### config.mk
export PLATFORM = sky130hd
export DESIGN_NAME = alu_issue_stage_flat
export DESIGN_NICKNAME = d
export VERILOG_FILES = /design/src/rtl/alu_issue_stage_pkg.sv /design/src/rtl/alu_issue_stage_if.sv /design/src/rtl/alu_regfile.sv /design/src/rtl/alu_issue_stage.sv /design/src/flat_wrapper.sv
export SDC_FILE = /design/constraint.sdc
export NUM_CORES = 1
export LEC_CHECK = 0
export CAP_MARGIN = 10
export CORE_MARGIN = 2
export CORE_UTILIZATION = 30
export DETAILED_ROUTE_END_ITERATION = 6
export DONT_BUFFER_PORTS = 1
export PLACE_DENSITY = 0.49
export SYNTH_ARGS = -nofsm -noshare
export SYNTH_HDL_FRONTEND = slang
export SYNTH_SLANG_ARGS = --single-unit
### constraint.sdc
create_clock -name clk -period 1.23 [get_ports clk]
set_input_delay 0.246 -clock clk [delete_from_list [all_inputs] [get_ports clk]]
set_output_delay 0.246 -clock clk [all_outputs]
set_load 0.05 [all_outputs]
### src/rtl/alu_issue_stage_pkg.sv
// Shared definitions for the ALU issue stage: opcodes, instruction field
// positions, flag bit order and the run/halt state type.
package alu_issue_stage_pkg;

  localparam int INSTR_W = 16;

  localparam logic [2:0] OP_ADD  = 3'b000;
  localparam logic [2:0] OP_SUB  = 3'b001;
  localparam logic [2:0] OP_AND  = 3'b010;
  localparam logic [2:0] OP_OR   = 3'b011;
  localparam logic [2:0] OP_XOR  = 3'b100;
  localparam logic [2:0] OP_NOR  = 3'b101;
  localparam logic [2:0] OP_NOP  = 3'b110;
  localparam logic [2:0] OP_HALT = 3'b111;

  localparam int OP_MSB      = 15;
  localparam int OP_LSB      = 13;
  localparam int RD_MSB      = 12;
  localparam int RD_LSB      = 11;
  localparam int RS_MSB      = 10;
  localparam int RS_LSB      = 9;
  localparam int USE_IMM_BIT = 8;
  localparam int IMM_MSB     = 7;
  localparam int IMM_LSB     = 0;
  localparam int RT_MSB      = 7;
  localparam int RT_LSB      = 6;

  // Architectural flags are packed {Z,C,V,N}, Z in the MSB.
  localparam int FLAG_Z = 3;
  localparam int FLAG_C = 2;
  localparam int FLAG_V = 1;
  localparam int FLAG_N = 0;

  typedef enum logic {
    ST_RUN,
    ST_HALT
  } state_t;

  function automatic logic is_alu_op(logic [2:0] op);
    case (op)
      OP_ADD, OP_SUB, OP_AND, OP_OR, OP_XOR, OP_NOR: return 1'b1;
      default:                                       return 1'b0;
    endcase
  endfunction

endpackage

### src/rtl/alu_issue_stage_if.sv
// Instruction valid/ready handshake between the fetch side and the issue stage.
interface alu_issue_stage_if;
  import alu_issue_stage_pkg::*;

  logic               instr_valid;
  logic               instr_ready;
  logic [INSTR_W-1:0] instr;

  modport master (output instr_valid, output instr, input instr_ready);
  modport slave  (input instr_valid, input instr, output instr_ready);
endinterface

### src/rtl/alu_regfile.sv
// NREGS x DW register file: one synchronous write port, three combinational
// read ports (two operand sources and a debug tap).
module alu_regfile #(
  parameter int NREGS = 4,
  parameter int DW    = 8,
  localparam int RW   = $clog2(NREGS)
) (
  input  logic          clk,
  input  logic          rst,
  input  logic          we,
  input  logic [RW-1:0] waddr,
  input  logic [DW-1:0] wdata,
  input  logic [RW-1:0] rs_addr,
  output logic [DW-1:0] rs_data,
  input  logic [RW-1:0] rt_addr,
  output logic [DW-1:0] rt_data,
  input  logic [RW-1:0] dbg_addr,
  output logic [DW-1:0] dbg_data
);

  logic [DW-1:0] mem [NREGS];

  always_ff @(posedge clk) begin
    if (rst) begin
      for (int i = 0; i < NREGS; i++) mem[i] <= '0;
    end else if (we) begin
      mem[waddr] <= wdata;
    end
  end

  assign rs_data  = mem[rs_addr];
  assign rt_data  = mem[rt_addr];
  assign dbg_data = mem[dbg_addr];

endmodule

### src/rtl/alu_issue_stage.sv
// Decode-and-issue stage feeding the ALU: operand read with result forwarding,
// one-deep writeback of ALU result and flags, and a run/halt FSM.
module alu_issue_stage
  import alu_issue_stage_pkg::*;
#(
  parameter int NREGS = 4,
  parameter int DW    = 8,
  localparam int RW   = $clog2(NREGS)
) (
  input  logic                clk,
  input  logic                rst,
  alu_issue_stage_if.slave    ibus,
  input  logic                resume,
  output logic [DW-1:0]       alu_a,
  output logic [DW-1:0]       alu_b,
  output logic [2:0]          alu_opcode,
  input  logic [DW-1:0]       alu_result,
  input  logic                alu_zero,
  input  logic                alu_carry,
  input  logic                alu_overflow,
  input  logic                alu_negative,
  output logic [3:0]          flags,
  output logic                halted,
  input  logic [RW-1:0]       dbg_sel,
  output logic [DW-1:0]       dbg_data
);

  state_t        state;
  logic          ready_q;
  logic          halted_q;
  logic          wb_valid;
  logic [RW-1:0] wb_rd;
  logic [3:0]    flags_q;

  logic [2:0]    op;
  logic [RW-1:0] rd, rs, rt;
  logic          use_imm;
  logic [7:0]    imm;
  logic          accept, issue;
  logic [DW-1:0] rs_val, rt_val, opa, opb;

  assign op      = ibus.instr[OP_MSB:OP_LSB];
  assign rd      = ibus.instr[RD_MSB:RD_LSB];
  assign rs      = ibus.instr[RS_MSB:RS_LSB];
  assign rt      = ibus.instr[RT_MSB:RT_LSB];
  assign use_imm = ibus.instr[USE_IMM_BIT];
  assign imm     = ibus.instr[IMM_MSB:IMM_LSB];

  assign accept = ibus.instr_valid && ready_q;
  assign issue  = accept && is_alu_op(op);

  alu_regfile #(.NREGS(NREGS), .DW(DW)) u_regfile (
    .clk      (clk),
    .rst      (rst),
    .we       (wb_valid),
    .waddr    (wb_rd),
    .wdata    (alu_result),
    .rs_addr  (rs),
    .rs_data  (rs_val),
    .rt_addr  (rt),
    .rt_data  (rt_val),
    .dbg_addr (dbg_sel),
    .dbg_data (dbg_data)
  );

  // The ALU result for the pending writeback is newer than the register file.
  assign opa = (wb_valid && (wb_rd == rs)) ? alu_result : rs_val;
  assign opb = (wb_valid && (wb_rd == rt)) ? alu_result : rt_val;

  always_comb begin
    alu_a      = '0;
    alu_b      = '0;
    alu_opcode = OP_NOP;
    if (issue) begin
      alu_a      = opa;
      alu_b      = use_imm ? DW'(imm) : opb;
      alu_opcode = op;
    end
  end

  // Writeback register; a reset edge drops whatever was pending.
  always_ff @(posedge clk) begin
    if (rst) begin
      wb_valid <= 1'b0;
      wb_rd    <= '0;
      flags_q  <= '0;
    end else begin
      wb_valid <= issue;
      if (issue) wb_rd <= rd;
      if (wb_valid) begin
        flags_q[FLAG_Z] <= alu_zero;
        flags_q[FLAG_C] <= alu_carry;
        flags_q[FLAG_V] <= alu_overflow;
        flags_q[FLAG_N] <= alu_negative;
      end
    end
  end

  always_ff @(posedge clk) begin
    if (rst) begin
      state    <= ST_RUN;
      ready_q  <= 1'b1;
      halted_q <= 1'b0;
    end else begin
      case (state)
        ST_RUN: begin
          if (accept && (op == OP_HALT)) begin
            state    <= ST_HALT;
            ready_q  <= 1'b0;
            halted_q <= 1'b1;
          end
        end
        ST_HALT: begin
          if (resume) begin
            state    <= ST_RUN;
            ready_q  <= 1'b1;
            halted_q <= 1'b0;
          end
        end
      endcase
    end
  end

  assign ibus.instr_ready = ready_q;
  assign halted           = halted_q;
  assign flags            = flags_q;

endmodule

### src/flat_wrapper.sv
// flat-port wrapper written by rule: the top's interface ports become plain ports
module alu_issue_stage_flat import alu_issue_stage_pkg::*;
#(
  parameter int NREGS = 4,
  parameter int DW    = 8,
  localparam int RW   = $clog2(NREGS)
)
  (clk, rst, resume, alu_a, alu_b, alu_opcode, alu_result, alu_zero, alu_carry, alu_overflow, alu_negative, flags, halted, dbg_sel, dbg_data, ibus_instr_valid, ibus_instr, ibus_instr_ready);
  alu_issue_stage_if ibus_i ();
  input  logic clk;
  input  logic rst;
  input  logic resume;
  output logic [DW-1:0] alu_a;
  output logic [DW-1:0] alu_b;
  output logic [2:0] alu_opcode;
  input  logic [DW-1:0] alu_result;
  input  logic alu_zero;
  input  logic alu_carry;
  input  logic alu_overflow;
  input  logic alu_negative;
  output logic [3:0] flags;
  output logic halted;
  input  logic [RW-1:0] dbg_sel;
  output logic [DW-1:0] dbg_data;
  input wire logic [$bits(ibus_i.instr_valid)-1:0] ibus_instr_valid;
  input wire logic [$bits(ibus_i.instr)-1:0] ibus_instr;
  output wire logic [$bits(ibus_i.instr_ready)-1:0] ibus_instr_ready;
  assign ibus_i.instr_valid = ibus_instr_valid;
  assign ibus_i.instr = ibus_instr;
  assign ibus_instr_ready = ibus_i.instr_ready;
  alu_issue_stage #(.NREGS(NREGS), .DW(DW)) u_core (.clk(clk), .rst(rst), .ibus(ibus_i), .resume(resume), .alu_a(alu_a), .alu_b(alu_b), .alu_opcode(alu_opcode), .alu_result(alu_result), .alu_zero(alu_zero), .alu_carry(alu_carry), .alu_overflow(alu_overflow), .alu_negative(alu_negative), .flags(flags), .halted(halted), .dbg_sel(dbg_sel), .dbg_data(dbg_data));
endmodule
==> flow_summary.toml <==
[outcome]
outcome = "finished, violations left"
violations = "negative setup slack"

[clock_tree]
cts_buffers = 5
cts_sinks = 42
clockBufferDepth = 2
root_buffer = "clkbuf_8"
clk_transition_reported_paths_ns = 0.09
cts-htree-levels = 2
cts_tree = "yes"
clock_latency_ns = 0.31

[critical_path]
cpMostUsedCell = "buf_12"
crit_type = "reg -> out"
worstPathArrival_ns = 1.67
reg2regPathDepth = 5
endpoint_kind = "output pin"
critPathMaxFanout = 5
cpMaxStageDelayCell = "dfxtp_2"
path_cells = "buf_12, xor2_4, buf_12, o31ai_4, a21oi_4, buf_12"
worstPathRequired_ns = 0.98
cp-start-kind = "flop"
max_stage_delay_ns = 0.34

[sta]
setup_slack_ns = -0.6902
finalSetupViolCount = 83
min_period_ns = 1.920
rsz0062_at_grt = "true"
tightestPinTransition_ns = 0.3761
max-slew-margin-rel_pct = 74.90
fin_crit_sh_pct = 156.1
max_freq_mhz = 520.8
final-hold-violation-count = 0
skew_ns = 0.008941
drv_slew = 0

[place]
gp_congestion = 0.8534
portBuffers = 0
hpwl_mm = 6.333

[die]
die_w_microns = 101.1
die_h_microns = 101.1
start_util_pct = 30.76
core-area_sq_um = 9196
die_area_sq_um = 10220
io_pins = 67
placementRows = 35

[final_layout]
final_layout_size_suffix_gt1_share_pct = 63.89
diodes = 0
fin_nets = 321
syn_to_final_growth_pct = 62.27
utilization_pct = 49.92

[grt]
grt_pass1_wl_mm = 13.87
grt_max_degree = 17
antenna_found_initial = 0
first_global_vias = 2363
track_usage_pct = 18.82
gr-total-overflow = 0

[pwr]
power.density_nw_per_um2 = 936.9
finalPower_mw = 4.301
p_leak_nw = 1.534
peakVddDrop_uv = 444.9

[detailed_routing]
route.detailed.drc = 0
ant_nets = 0
num_vias = 2240
dr.pass1.iters = 4
via_per_inst = 5.614
wl_mm = 9.231
wire_per_inst_microns = 23.14
dr.first_iter.drc_count = 155

[flow_run]
max-cap-violations = 0

[synthesis]
synth.avg_cell_area_sq_um = 12.46
syn_inst = 227
yosysSeqAreaShare_pct = 41.04
ys_ff_latch = 42
netlist_area_sq_um = 2829
ys_types = 31
yosysWarnings = 0
synth.net_count = 261

[min_path]
holdCritPathClass = "in -> reg"
whs_path_depth = 1
-- what timing repair did --
action / in CTS / in global routing
pin swaps: 31 / 28
endpoints found under the hold margin: 9 / 0
gates resized for setup: 60 / 19
hold buffers: 1 / 0
buffers inserted: 14 / 7
endpoints found under the setup margin: 91 / 92
-- final cells by class --
class | instances | area, sq um
multi-input combinational | 168 | 2268
fill | 806 | 4606
sequential | 42 | 1171
inverter | 1 | 8.758
timing repair buffer | 69 | 892.1
tap | 111 | 138.9
clock buffer | 8 | 111.4
-- power by group --
group | switching [mW] | internal [mW]
combinational | 0.845 | 0.717
sequential | 0.0394 | 1.59
clock | 0.532 | 0.582
total | 1.42 | 2.88
-- final timing paths --
| path | startpoint | end | slack (ns) |
|---|---|---|---|
| setup / recovery | u_core.wb_rd[0] | alu_a[1] | -0.69 |
| setup reg to reg | u_core.wb_rd[0] | u_core.u_regfile.mem[2][2] | -0.29 |
| hold reg to reg | u_core.state | u_core.state | 0.50 |
| hold / removal | rst | u_core.ibus.instr_ready | 0.03 |
-- synth_stat cells (all sizes together) --
cell    count  area (sq um)
nand4b      1         8.760
a41oi       8         70.07
o31ai      16         120.1
a31o        1         8.760
nor2        6         22.52
a21oi      20         126.4
and2       34         212.7
mux2i       4         40.04
nand2       5         18.77
inv         1         3.750
xnor2       4         65.06
dfxtp      10         200.2
edfxtp     32         960.9
nand4       8         50.05
and3        1         6.260
or2         3         18.77
nand3      10         50.05
nor3b       2         25.02
xor2        4         65.06
o21ai       2         10.01
clkbuf      5         18.77
nand2b     13         81.33
mux4       24         544.3
nor3        1         10.01
buf        11         83.82
a21o        1         7.510
-- sequential cells by signal, indices dropped and copies added, names as in the netlist --
register	cells
u_core.wb_valid	1
u_core.flags	4
u_core.ibus.instr_ready	1
u_core.halted	1
u_core.wb_rd	2
u_core.state	1
u_core.u_regfile.mem	32
-- layer usage --
metal | wire (microns) | part of all wire, % | track usage (%)
met5 | 0 | 0 | 0
met3 | 517 | 5.6 | 4.022
met1 | 3748 | 41 | 24.41
met2 | 4672 | 51 | 30.36
met4 | 293 | 3.2 | 8.316
-- cells in the final DEF (no fill, tap or decap), types with 10 or more instances in the layout --
| master | netlist | routed |
|---|---|---|
| a21oi_4 | 0 | 16 |
| and2_1 | 34 | 23 |
| and2_4 | 0 | 11 |
| buf_12 | 0 | 24 |
| buf_4 | 2 | 29 |
| buf_6 | 4 | 11 |
| edfxtp_1 | 32 | 32 |
| mux4_2 | 23 | 24 |
| nand2b_1 | 13 | 10 |
| o31ai_4 | 0 | 14 |
-- cell families after synthesis --
logic type | Yosys count | share of synthesized area, %
AO/OA/AOI/OAI | 48 | 12.12
XOR/XNOR | 8 | 4.600
buffers and inverters | 17 | 3.759
flip-flops | 42 | 41.04
multiplexers | 28 | 20.65
AND/OR/NAND/NOR | 84 | 17.82
-- metrics by stage --
stage / TNS (ns) / cell area [sq um] / cells / setup slack [ns] / hold WS, ns
floorplan: -5.154 / 3262 / 227 / -0.2806 / 0.3862
global placement: -13.50 / 3913 / 374 / -0.4308 / 0.3114
detailed placement: -15.00 / 3913 / 374 / -0.4351 / 0.3138
CTS: -24.49 / 4478 / 395 / -0.6660 / 0.02013
global route: -30.46 / 4591 / 399 / -0.7412 / 0.01085
finish: -26.88 / 4591 / 399 / -0.6902 / 0.02541
-- worst max-delay path, delay by kind of cell, from the launching register on --
kind	cells	cell delay (ns)
AO/OA/AOI/OAI	2	0.35
buffers and inverters	3	0.47
XOR/XNOR	1	0.20
flip-flops	1	0.34
Power figures use the tool's default switching activity.
